==> src/rtl/branch_pred_pkg.sv <==
// Shared types and helpers for the branch target buffer update path.
//   btb_update_t : one queued branch resolution (index, tag, direction, target word)
//   btb_state_t  : read-port arbitration state of the BTB controller
//   sat_inc/sat_dec : 2-bit saturating direction counter steps
package branch_pred_pkg;

  // Address split of a word-aligned PC.
  localparam int IDX_LSB = 2;
  localparam int IDX_MSB = 3;
  localparam int TAG_LSB = 4;
  localparam int TAG_MSB = 31;
  localparam int TGT_LSB = 2;
  localparam int TGT_MSB = 31;

  typedef struct packed {
    logic [1:0]  idx;
    logic [27:0] tag;
    logic        taken;
    logic [29:0] target;
  } btb_update_t;

  typedef enum logic [1:0] {
    IDLE = 2'd0,
    RD   = 2'd1,
    WR   = 2'd2
  } btb_state_t;

  function automatic logic [1:0] sat_inc(input logic [1:0] h);
    return (h == 2'b11) ? 2'b11 : h + 2'b01;
  endfunction

  function automatic logic [1:0] sat_dec(input logic [1:0] h);
    return (h == 2'b00) ? 2'b00 : h - 2'b01;
  endfunction

endpackage

==> src/rtl/btb_update_fifo.sv <==
// Synchronous FIFO holding branch resolutions until the BTB read port is free.
// Ports:
//   clk, rst_n        clock, asynchronous active-low reset (empties the FIFO)
//   i_push, i_wdata   write an entry (ignored while full)
//   i_pop             drop the head entry (ignored while empty)
//   o_rdata           head entry (valid while !o_empty)
//   o_full, o_empty   occupancy flags
module btb_update_fifo #(
  parameter int DEPTH = 2,
  parameter int WIDTH = 61
) (
  input  logic             clk,
  input  logic             rst_n,
  input  logic             i_push,
  input  logic [WIDTH-1:0] i_wdata,
  input  logic             i_pop,
  output logic [WIDTH-1:0] o_rdata,
  output logic             o_full,
  output logic             o_empty
);

  localparam int AW = $clog2(DEPTH);

  logic [WIDTH-1:0] r_mem [DEPTH];
  // Pointers carry one wrap bit so full and empty are distinguishable.
  logic [AW:0]      r_wptr;
  logic [AW:0]      r_rptr;
  logic             w_push;
  logic             w_pop;

  assign o_empty = (r_wptr == r_rptr);
  assign o_full  = (r_wptr[AW] != r_rptr[AW]) && (r_wptr[AW-1:0] == r_rptr[AW-1:0]);
  assign w_push  = i_push & ~o_full;
  assign w_pop   = i_pop & ~o_empty;
  assign o_rdata = r_mem[r_rptr[AW-1:0]];

  // NOTE: sequential state uses non-blocking assignments so every flop samples pre-edge values.
  always_ff @(posedge clk or negedge rst_n) begin
    if (!rst_n) begin
      r_wptr <= '0;
      r_rptr <= '0;
    end else begin
      if (w_push) r_wptr <= r_wptr + (AW + 1)'(1);
      if (w_pop)  r_rptr <= r_rptr + (AW + 1)'(1);
    end
  end

  // NOTE: storage is deliberately not reset; the pointers alone define which entries are live.
  always_ff @(posedge clk) begin
    if (w_push) r_mem[r_wptr[AW-1:0]] <= i_wdata;
  end

endmodule

==> src/rtl/btb_controller.sv <==
// Branch target buffer controller: serves fetch lookups on the BTB read port,
// queues execute-stage resolutions and applies each one as a read-modify-write
// of the 2-bit direction counter, borrowing the read port from fetch when needed.
// Ports:
//   CLK, nRST                       clock, asynchronous active-low reset
//   fetch_req/fetch_pc              fetch lookup; fetch_stall = read port lent to an update
//   pred_taken/pred_target          same-cycle prediction
//   res_valid/res_ready/res_*       branch resolution handshake from execute
//   btb_sel/btb_tag <- btb_hit/btb_hist/btb_target   BTB read port
//   btb_wen/btb_wsel/btb_wtag/btb_wtarget/btb_wvalid/btb_whist   BTB write port
module btb_controller
  import branch_pred_pkg::*;
#(
  parameter int QDEPTH   = 2,
  parameter int MAX_WAIT = 8
) (
  input  logic        CLK,
  input  logic        nRST,
  input  logic        fetch_req,
  input  logic [31:0] fetch_pc,
  output logic        fetch_stall,
  output logic        pred_taken,
  output logic [31:0] pred_target,
  input  logic        res_valid,
  output logic        res_ready,
  input  logic [31:0] res_pc,
  input  logic        res_taken,
  input  logic [31:0] res_target,
  output logic [1:0]  btb_sel,
  output logic [27:0] btb_tag,
  input  logic        btb_hit,
  input  logic [1:0]  btb_hist,
  input  logic [29:0] btb_target,
  output logic        btb_wen,
  output logic [1:0]  btb_wsel,
  output logic [27:0] btb_wtag,
  output logic [29:0] btb_wtarget,
  output logic        btb_wvalid,
  output logic [1:0]  btb_whist
);

  localparam int WAIT_W = $clog2(MAX_WAIT + 1);

  btb_state_t        r_state;
  btb_state_t        w_next;
  logic [WAIT_W-1:0] r_wait;
  logic [1:0]        r_wsel;
  logic [27:0]       r_wtag;
  logic [29:0]       r_wtarget;
  logic [1:0]        r_whist;

  btb_update_t       w_entry;
  btb_update_t       w_head;
  logic              w_full;
  logic              w_empty;
  logic              w_go_rd;
  logic              w_in_rd;
  logic [1:0]        w_new_hist;
  logic [29:0]       w_new_target;
  logic              w_unused;

  assign w_entry = '{idx:    res_pc[IDX_MSB:IDX_LSB],
                     tag:    res_pc[TAG_MSB:TAG_LSB],
                     taken:  res_taken,
                     target: res_target[TGT_MSB:TGT_LSB]};
  assign w_unused = ^{res_pc[1:0], res_target[1:0]};

  btb_update_fifo #(
    .DEPTH (QDEPTH),
    .WIDTH ($bits(btb_update_t))
  ) u_fifo (
    .clk     (CLK),
    .rst_n   (nRST),
    .i_push  (res_valid),
    .i_wdata (w_entry),
    .i_pop   (w_in_rd),
    .o_rdata (w_head),
    .o_full  (w_full),
    .o_empty (w_empty)
  );

  assign res_ready = ~w_full;
  assign w_in_rd   = (r_state == RD);

  // Take the read port when fetch is idle, when execute is being back-pressured,
  // or when the head has waited long enough.
  assign w_go_rd = (r_state == IDLE) && !w_empty &&
                   (!fetch_req || w_full || (r_wait == WAIT_W'(MAX_WAIT)));

  // Read port: the queue head owns it only during RD.
  assign btb_sel     = w_in_rd ? w_head.idx : fetch_pc[IDX_MSB:IDX_LSB];
  assign btb_tag     = w_in_rd ? w_head.tag : fetch_pc[TAG_MSB:TAG_LSB];
  assign fetch_stall = w_in_rd & fetch_req;
  assign pred_taken  = ~w_in_rd & fetch_req & btb_hit & btb_hist[1];
  assign pred_target = pred_taken ? {btb_target, 2'b00} : fetch_pc + 32'd4;

  // New entry contents from the RD-cycle read; a miss can only reach here when taken.
  // NOTE: every always_comb output gets a default first so no path can infer a latch.
  always_comb begin
    w_new_hist   = 2'b10;
    w_new_target = w_head.target;
    if (btb_hit) begin
      if (w_head.taken) begin
        w_new_hist = sat_inc(btb_hist);
      end else begin
        w_new_hist   = sat_dec(btb_hist);
        w_new_target = btb_target;
      end
    end
  end

  always_comb begin
    w_next = r_state;
    case (r_state)
      IDLE:    if (w_go_rd) w_next = RD;
      RD:      w_next = (!btb_hit && !w_head.taken) ? IDLE : WR;
      WR:      w_next = IDLE;
      default: w_next = IDLE;
    endcase
  end

  always_ff @(posedge CLK or negedge nRST) begin
    if (!nRST) begin
      r_state   <= IDLE;
      r_wait    <= '0;
      r_wsel    <= '0;
      r_wtag    <= '0;
      r_wtarget <= '0;
      r_whist   <= '0;
    end else begin
      r_state <= w_next;
      if (w_go_rd) begin
        r_wait <= '0;
      end else if (r_state == IDLE && !w_empty && r_wait != WAIT_W'(MAX_WAIT)) begin
        r_wait <= r_wait + WAIT_W'(1);
      end
      if (w_in_rd) begin
        r_wsel    <= w_head.idx;
        r_wtag    <= w_head.tag;
        r_wtarget <= w_new_target;
        r_whist   <= w_new_hist;
      end
    end
  end

  // Write port is driven straight from state so reset aborts a write immediately.
  assign btb_wen     = (r_state == WR);
  assign btb_wvalid  = (r_state == WR);
  assign btb_wsel    = r_wsel;
  assign btb_wtag    = r_wtag;
  assign btb_wtarget = r_wtarget;
  assign btb_whist   = r_whist;

endmodule

==> config.mk <==
export PLATFORM = sky130hd
export DESIGN_NAME = btb_controller
export DESIGN_NICKNAME = d
export VERILOG_FILES = /design/src/rtl/branch_pred_pkg.sv /design/src/rtl/btb_update_fifo.sv /design/src/rtl/btb_controller.sv
export SDC_FILE = /design/constraint.sdc
export NUM_CORES = 1
export LEC_CHECK = 0
export CAP_MARGIN = 10
export CORE_MARGIN = 1.5
export CORE_UTILIZATION = 45
export CTS_BUF_LIST = sky130_fd_sc_hd__clkbuf_4
export DETAILED_ROUTE_END_ITERATION = 16
export GPL_ROUTABILITY_DRIVEN = 0
export PLACE_DENSITY = 0.87
export SYNTH_ARGS = -nofsm -noshare
export SYNTH_HDL_FRONTEND = slang
export SYNTH_HIERARCHICAL = 1
export SYNTH_SLANG_ARGS = --single-unit
==> constraint.sdc <==
create_clock -name CLK -period 13.22 [get_ports CLK]
set_input_delay 2.644 -clock CLK [delete_from_list [all_inputs] [get_ports CLK]]
set_output_delay 2.644 -clock CLK [all_outputs]
set_load 0.02 [all_outputs]
# --- Word level (Yosys, flattened, before mapping) ---
# Memories as Yosys holds them, arrays and structs flattened.
# Index checks and enable logic that the tools add are counted.
totals:
  register_bits: 72
  mem_bits_rw: 122
  in_bits: 134
  out_inout_bits: 129
  elab_cells: 63
  memories: 1
classes:
  n_addsub: 6
  n_eq_ne: 9
  n_mux: 16
  bitwise: 9
  reduce_logical: 14
memory_table:
  columns: ["name", "words", "word_bits", "rd", "rd_ports_with_merged_regs", "write_ports", "line_no", "text"]
  rows:
  - ["u_fifo.r_mem", 2, 61, 1, 0, 1, "btb_update_fifo.sv:24", "logic [WIDTH-1:0] r_mem [DEPTH];"]
ops:
  columns: ["operator", "n"]
  rows:
  - ["$mux W30", 2]
  - ["$add A32 B3 Y32 const B", 1]
  - ["$mux W32", 1]
  - ["$mux W28", 1]
  - ["$mux W2", 7]
  - ["$mux W4", 2]
  - ["$add A2 B1 Y2 const B", 3]
  - ["$and A1 B1 Y1", 6]
  - ["$logic_and A1 B1 Y1", 5]
  - ["$add A4 B1 Y4 const B", 1]
  - ["$eq A2 B2 Y1 const B", 2]
  - ["$eq A4 B4 Y1 const B", 1]
  - ["$logic_not A1 Y1", 4]
  - ["$logic_not A2 Y1", 2]
  - ["$ne A4 B4 Y1 const B", 1]
  - ["$pmux W2 S2", 1]
  - ["$not A1 Y1", 3]
  - ["$eq A2 B1 Y1 const B", 1]
  - ["$eq A2 B2 Y1", 1]
  - ["$logic_or A1 B1 Y1", 2]
  - ["$mux W1", 2]
  - ["$ne A2 B2 Y1 const B", 1]
  - ["$reduce_bool A2 Y1", 1]
  - ["$sub A2 B1 Y2 const B", 1]
  - ["2 further kinds", 2]

# --- Logic depth before layout (Yosys ltp) ---
logic_depth:
  word_depth: 7
  ltp_mapped: 10
  ltp_nobuf: 7

# --- Cells and area by module ---
# Netlist, hierarchy kept.
by_module_without_submodules:
  columns: ["module", "n_inst", "cells_each", "area_each_um2", "seq_area_each_um2"]
  rows:
  - ["btb_update_fifo", 1, 218, 4712.0, 3763.6]
  - ["btb_controller", 1, 525, 4011.3, 1701.6]

# --- Worst setup path after synthesis ---
# Ideal clock, no wire load.
synth_path:
  path_kind: "input to register"
  from: "input res_valid"
  to: "memory u_fifo.r_mem[0][0], enable pin"
  setup_ns: 0.568
  t_arrival_ns: 7.063
  required_ns: 12.652
  setup_slack_ns: 5.589
  stages: 1
  path_buffers: 0
  cell_sequence: "nor3b_1"
synth_between:
  elab_chain_len: 3
synth_rtl:
  columns: ["element", "line_no", "text"]
  rows:
  - ["start: declaration", "btb_controller.sv:24", "input logic res_valid,"]
  - ["$and A1 B1 Y1", "btb_update_fifo.sv:33", "assign w_push = i_push & ~o_full;"]
  - ["$mux W1", "btb_update_fifo.sv:50", "if (w_push) r_mem[r_wptr[AW-1:0]] <= i_wdata;"]
  - ["$mux W1 (not written as such)", "btb_update_fifo.sv:50", null]
  - ["end: declaration", "btb_update_fifo.sv:24", null]
# No other way between the ends.

# --- Worst setup path in the final report ---
layout_path:
  from: "input fetch_pc[17]"
  to: "output pred_target[31]"
layout_between:
  elab_chain_len: 2
layout_rtl:
  columns: ["element", "line_no", "text"]
  rows:
  - ["start: declaration", "btb_controller.sv:20", "input logic [31:0] fetch_pc,"]
  - ["$add A32 B3 Y32", "btb_controller.sv:95", "assign pred_target = pred_taken ? {btb_target, 2'b00} : fetch_pc + 32'd4;"]
  - ["$mux W32", "btb_controller.sv:95", null]
  - ["end: declaration", "btb_controller.sv:23", "output logic [31:0] pred_target,"]
# No other way between the ends.

==> results.cfg <==
[layout]
layout_commonest_cell = clkdlybuf4s50_1
final_cell_count_no_fill = 1256
nets = 1120
area_growth_pct = 34.9
layout_common_cells = 257 x clkdlybuf4s50_1, 222 x nand2_1, 122 x edfxtp_1, 71 x dfrtp_1, 66 x o21ai_0
antenna_cells = 0
drive_gt1_share_pct = 10.7
final_area_um2 = 11800
utilization_pct = 62.5

[timing]
hold_viol_final = 0
holdWs_ns = 0.496
rsz0062_at_grt = no
drv_slew = 0
clock_skew_ns = 0.0346
finalSetupTns_ns = 0
timing.final.crit_share_pct = 63.8
tightest_slew_ns = 1.13
setup_viol = 0
finalCriticalPeriod_ns = 8.44
fin_ws_ns = 4.78
fmax_mhz = 119
relSlewSlack_pct = 24.5

[floorplanning]
start_util_pct = 46.3
coreArea_um2 = 18800
ios = 263
dieArea_um2 = 20200
die_w_um = 142
rows = 50
die_h_um = 142

[pwr]
p_int_mw = 1.51
p_total_mw = 2.45
cellPowerDensity_nw_per_um2 = 208
comb_power_share_pct = 46.2
ir_drop_uv = 145
clock_power_share_pct = 12.8
pwr-share-seq_pct = 41.0
swShare_pct = 38.5
p_sw_mw = 0.943
p_leak_nw = 4.69

[grt]
grt_pass1_wl_mm = 36.4
grt_usage_pct = 24.3
grt_pass1_vias = 6719
antenna_found_initial = 0
grt-ovfl-total = 0
grt_max_degree = 73

[critical_path]
critPathLaunchType = input pin
critPathKind = in -> out
endpoint_kind = output pin
cp_data_required_time_ns = 10.58
path_max_fanout = 8
crit_arrival_ns = 5.79

[cts]
post_cts_resized = 0
clock_sinks = 194
cts_buffer_depth = 2
post-cts-setup-buffers = 0
clk_pin_slew_ns = 0.14
htreeDepth = 4
cts_hold_buf = 0
clk_latency_ns = 0.56
cts_tree = done
cts_root_buffer = clkbuf_4
cts_buffers = 17

[logic_synthesis]
syn_area_per_cell_um2 = 11.7
postSynthCellCount = 743
async_flop_share_pct = 37.1
synth_seq_cells = 194
synth_edf_count = 122
ys_warn_count = 6
synth_nets = 880
yosysUniqueCellTypes = 40
synth.yosys.seq_area_share_pct = 62.7
netlist_area_um2 = 8720
ys.flop_type = edfxtp_1

[job]
drv_cap = 0

[placement]
post-place-ws_ns = 4.83
portBuffers = 258
dpl_cell_area_um2 = 11500
hpwlAfterDp_mm = 17.4
dp.cells = 1224

[drt]
route.detailed.drc = 0
drt_iter0_drc = 361
routed_via_density = 5.14
wl_per_cell_um = 19.3
firstDrtPassIters = 4
drtAntennaViolNets = 0
routed_wl_mm = 24.3
vias = 6462

[hold_path]
min_path_type = reg -> reg

[outcome]
status = finished clean
[cell usage after synthesis, drive strengths merged, types with 2 or more instances]
| cell type | instances | area share [%] |
|---|---|---|
| nand4 | 7 | 0.50 |
| a21oi | 7 | 0.40 |
| xnor2 | 19 | 1.9 |
| nand3 | 11 | 0.63 |
| nand2 | 222 | 9.6 |
| nor3 | 5 | 0.29 |
| edfxtp | 122 | 42 |
| and2 | 4 | 0.29 |
| nor2 | 13 | 0.56 |
| and4 | 2 | 0.20 |
| buf | 13 | 1.1 |
| ha | 3 | 0.43 |
| mux2 | 62 | 8.6 |
| dfrtp | 72 | 21 |
| mux2i | 31 | 3.6 |
| and3 | 5 | 0.36 |
| xor2 | 12 | 1.2 |
| nor2b | 2 | 0.14 |
| inv | 9 | 0.39 |
| nor4 | 8 | 0.57 |
| clkbuf | 28 | 1.2 |
| o21ai | 71 | 4.2 |
| nand2b | 5 | 0.36 |
[final timing paths]
| check | startpoint | endpoint | slack (ns) | cells past startpoint |
|---|---|---|---|---|
| setup / recovery | fetch_pc[17] | pred_target[31] | 4.78 | 7 |
| hold / removal | btb_wtag[3] | btb_wtag[3] | 0.50 | 2 |
| setup reg to reg | u_fifo/r_rptr[0] | btb_wtarget[17] | 10.16 | 4 |
| hold reg to reg | btb_wtag[3] | btb_wtag[3] | 0.50 | 2 |
| max in group asynchronous | nRST | u_fifo/r_rptr[0] | 10.26 | 1 |
| min in group asynchronous | nRST | u_fifo/r_wptr[0] | 2.24 | 1 |
[layout make-up]
| class | count | area [um2] |
|---|---|---|
| flip-flops and latches | 194 | 5470 |
| inverters | 9 | 33.8 |
| clock buffers | 19 | 143 |
| fillers | 1497 | 7060 |
| multi-input cells | 499 | 3050 |
| repair buffers | 262 | 2610 |
| well taps | 260 | 325 |
| clock inverters | 13 | 135 |
[worst max-delay path, cell delays in order]
cell	delay, ns
clkdlybuf4s50_1	0.64
nand3_1	0.29
or4b_4	0.63
nor4_1	0.56
xnor2_1	0.25
o21ai_2	0.15
clkdlybuf4s50_1	0.61
[cells by family after synthesis]
logic type	synth area share, %
XOR/XNOR	3.11
flip-flops	62.7
buffers and inverters	2.68
AO/OA/AOI/OAI	5.08
multiplexers	12.2
AND/OR/NAND/NOR	13.8
adder cells (fa/ha/maj)	0.430
[power by group through the flow]
stage | Clock [mW] | Sequential, mW | Combinational [mW]
after global placement | 0 | 1.01 | 1.11
after floorplan | 0 | 1.08 | 0.585
final | 0.313 | 1.00 | 1.13
after CTS | 0.327 | 1.00 | 1.14
after detailed placement | 0 | 1.02 | 1.14
after global routing | 0.346 | 1.03 | 1.22
[sequential cells by signal, indices dropped and copies added (netlist names)]
register	cells
u_fifo/r_mem	122
btb_wtarget	30
btb_wtag	28
r_wait	4
btb_whist	2
btb_wsel	2
r_state	2
u_fifo/r_rptr	2
u_fifo/r_wptr	2
[routing by layer]
layer / up-vias / routed length [um] / GRT usage [%]
met5: - / 0 / 0
met4: 0 / 850 / 10.6
met3: 48 / 1320 / 4.95
met2: 222 / 11900 / 40.7
met1: 3119 / 10200 / 30.5
li1: 3073 / - / -
No activity file was read; power rests on OpenSTA's default activity.
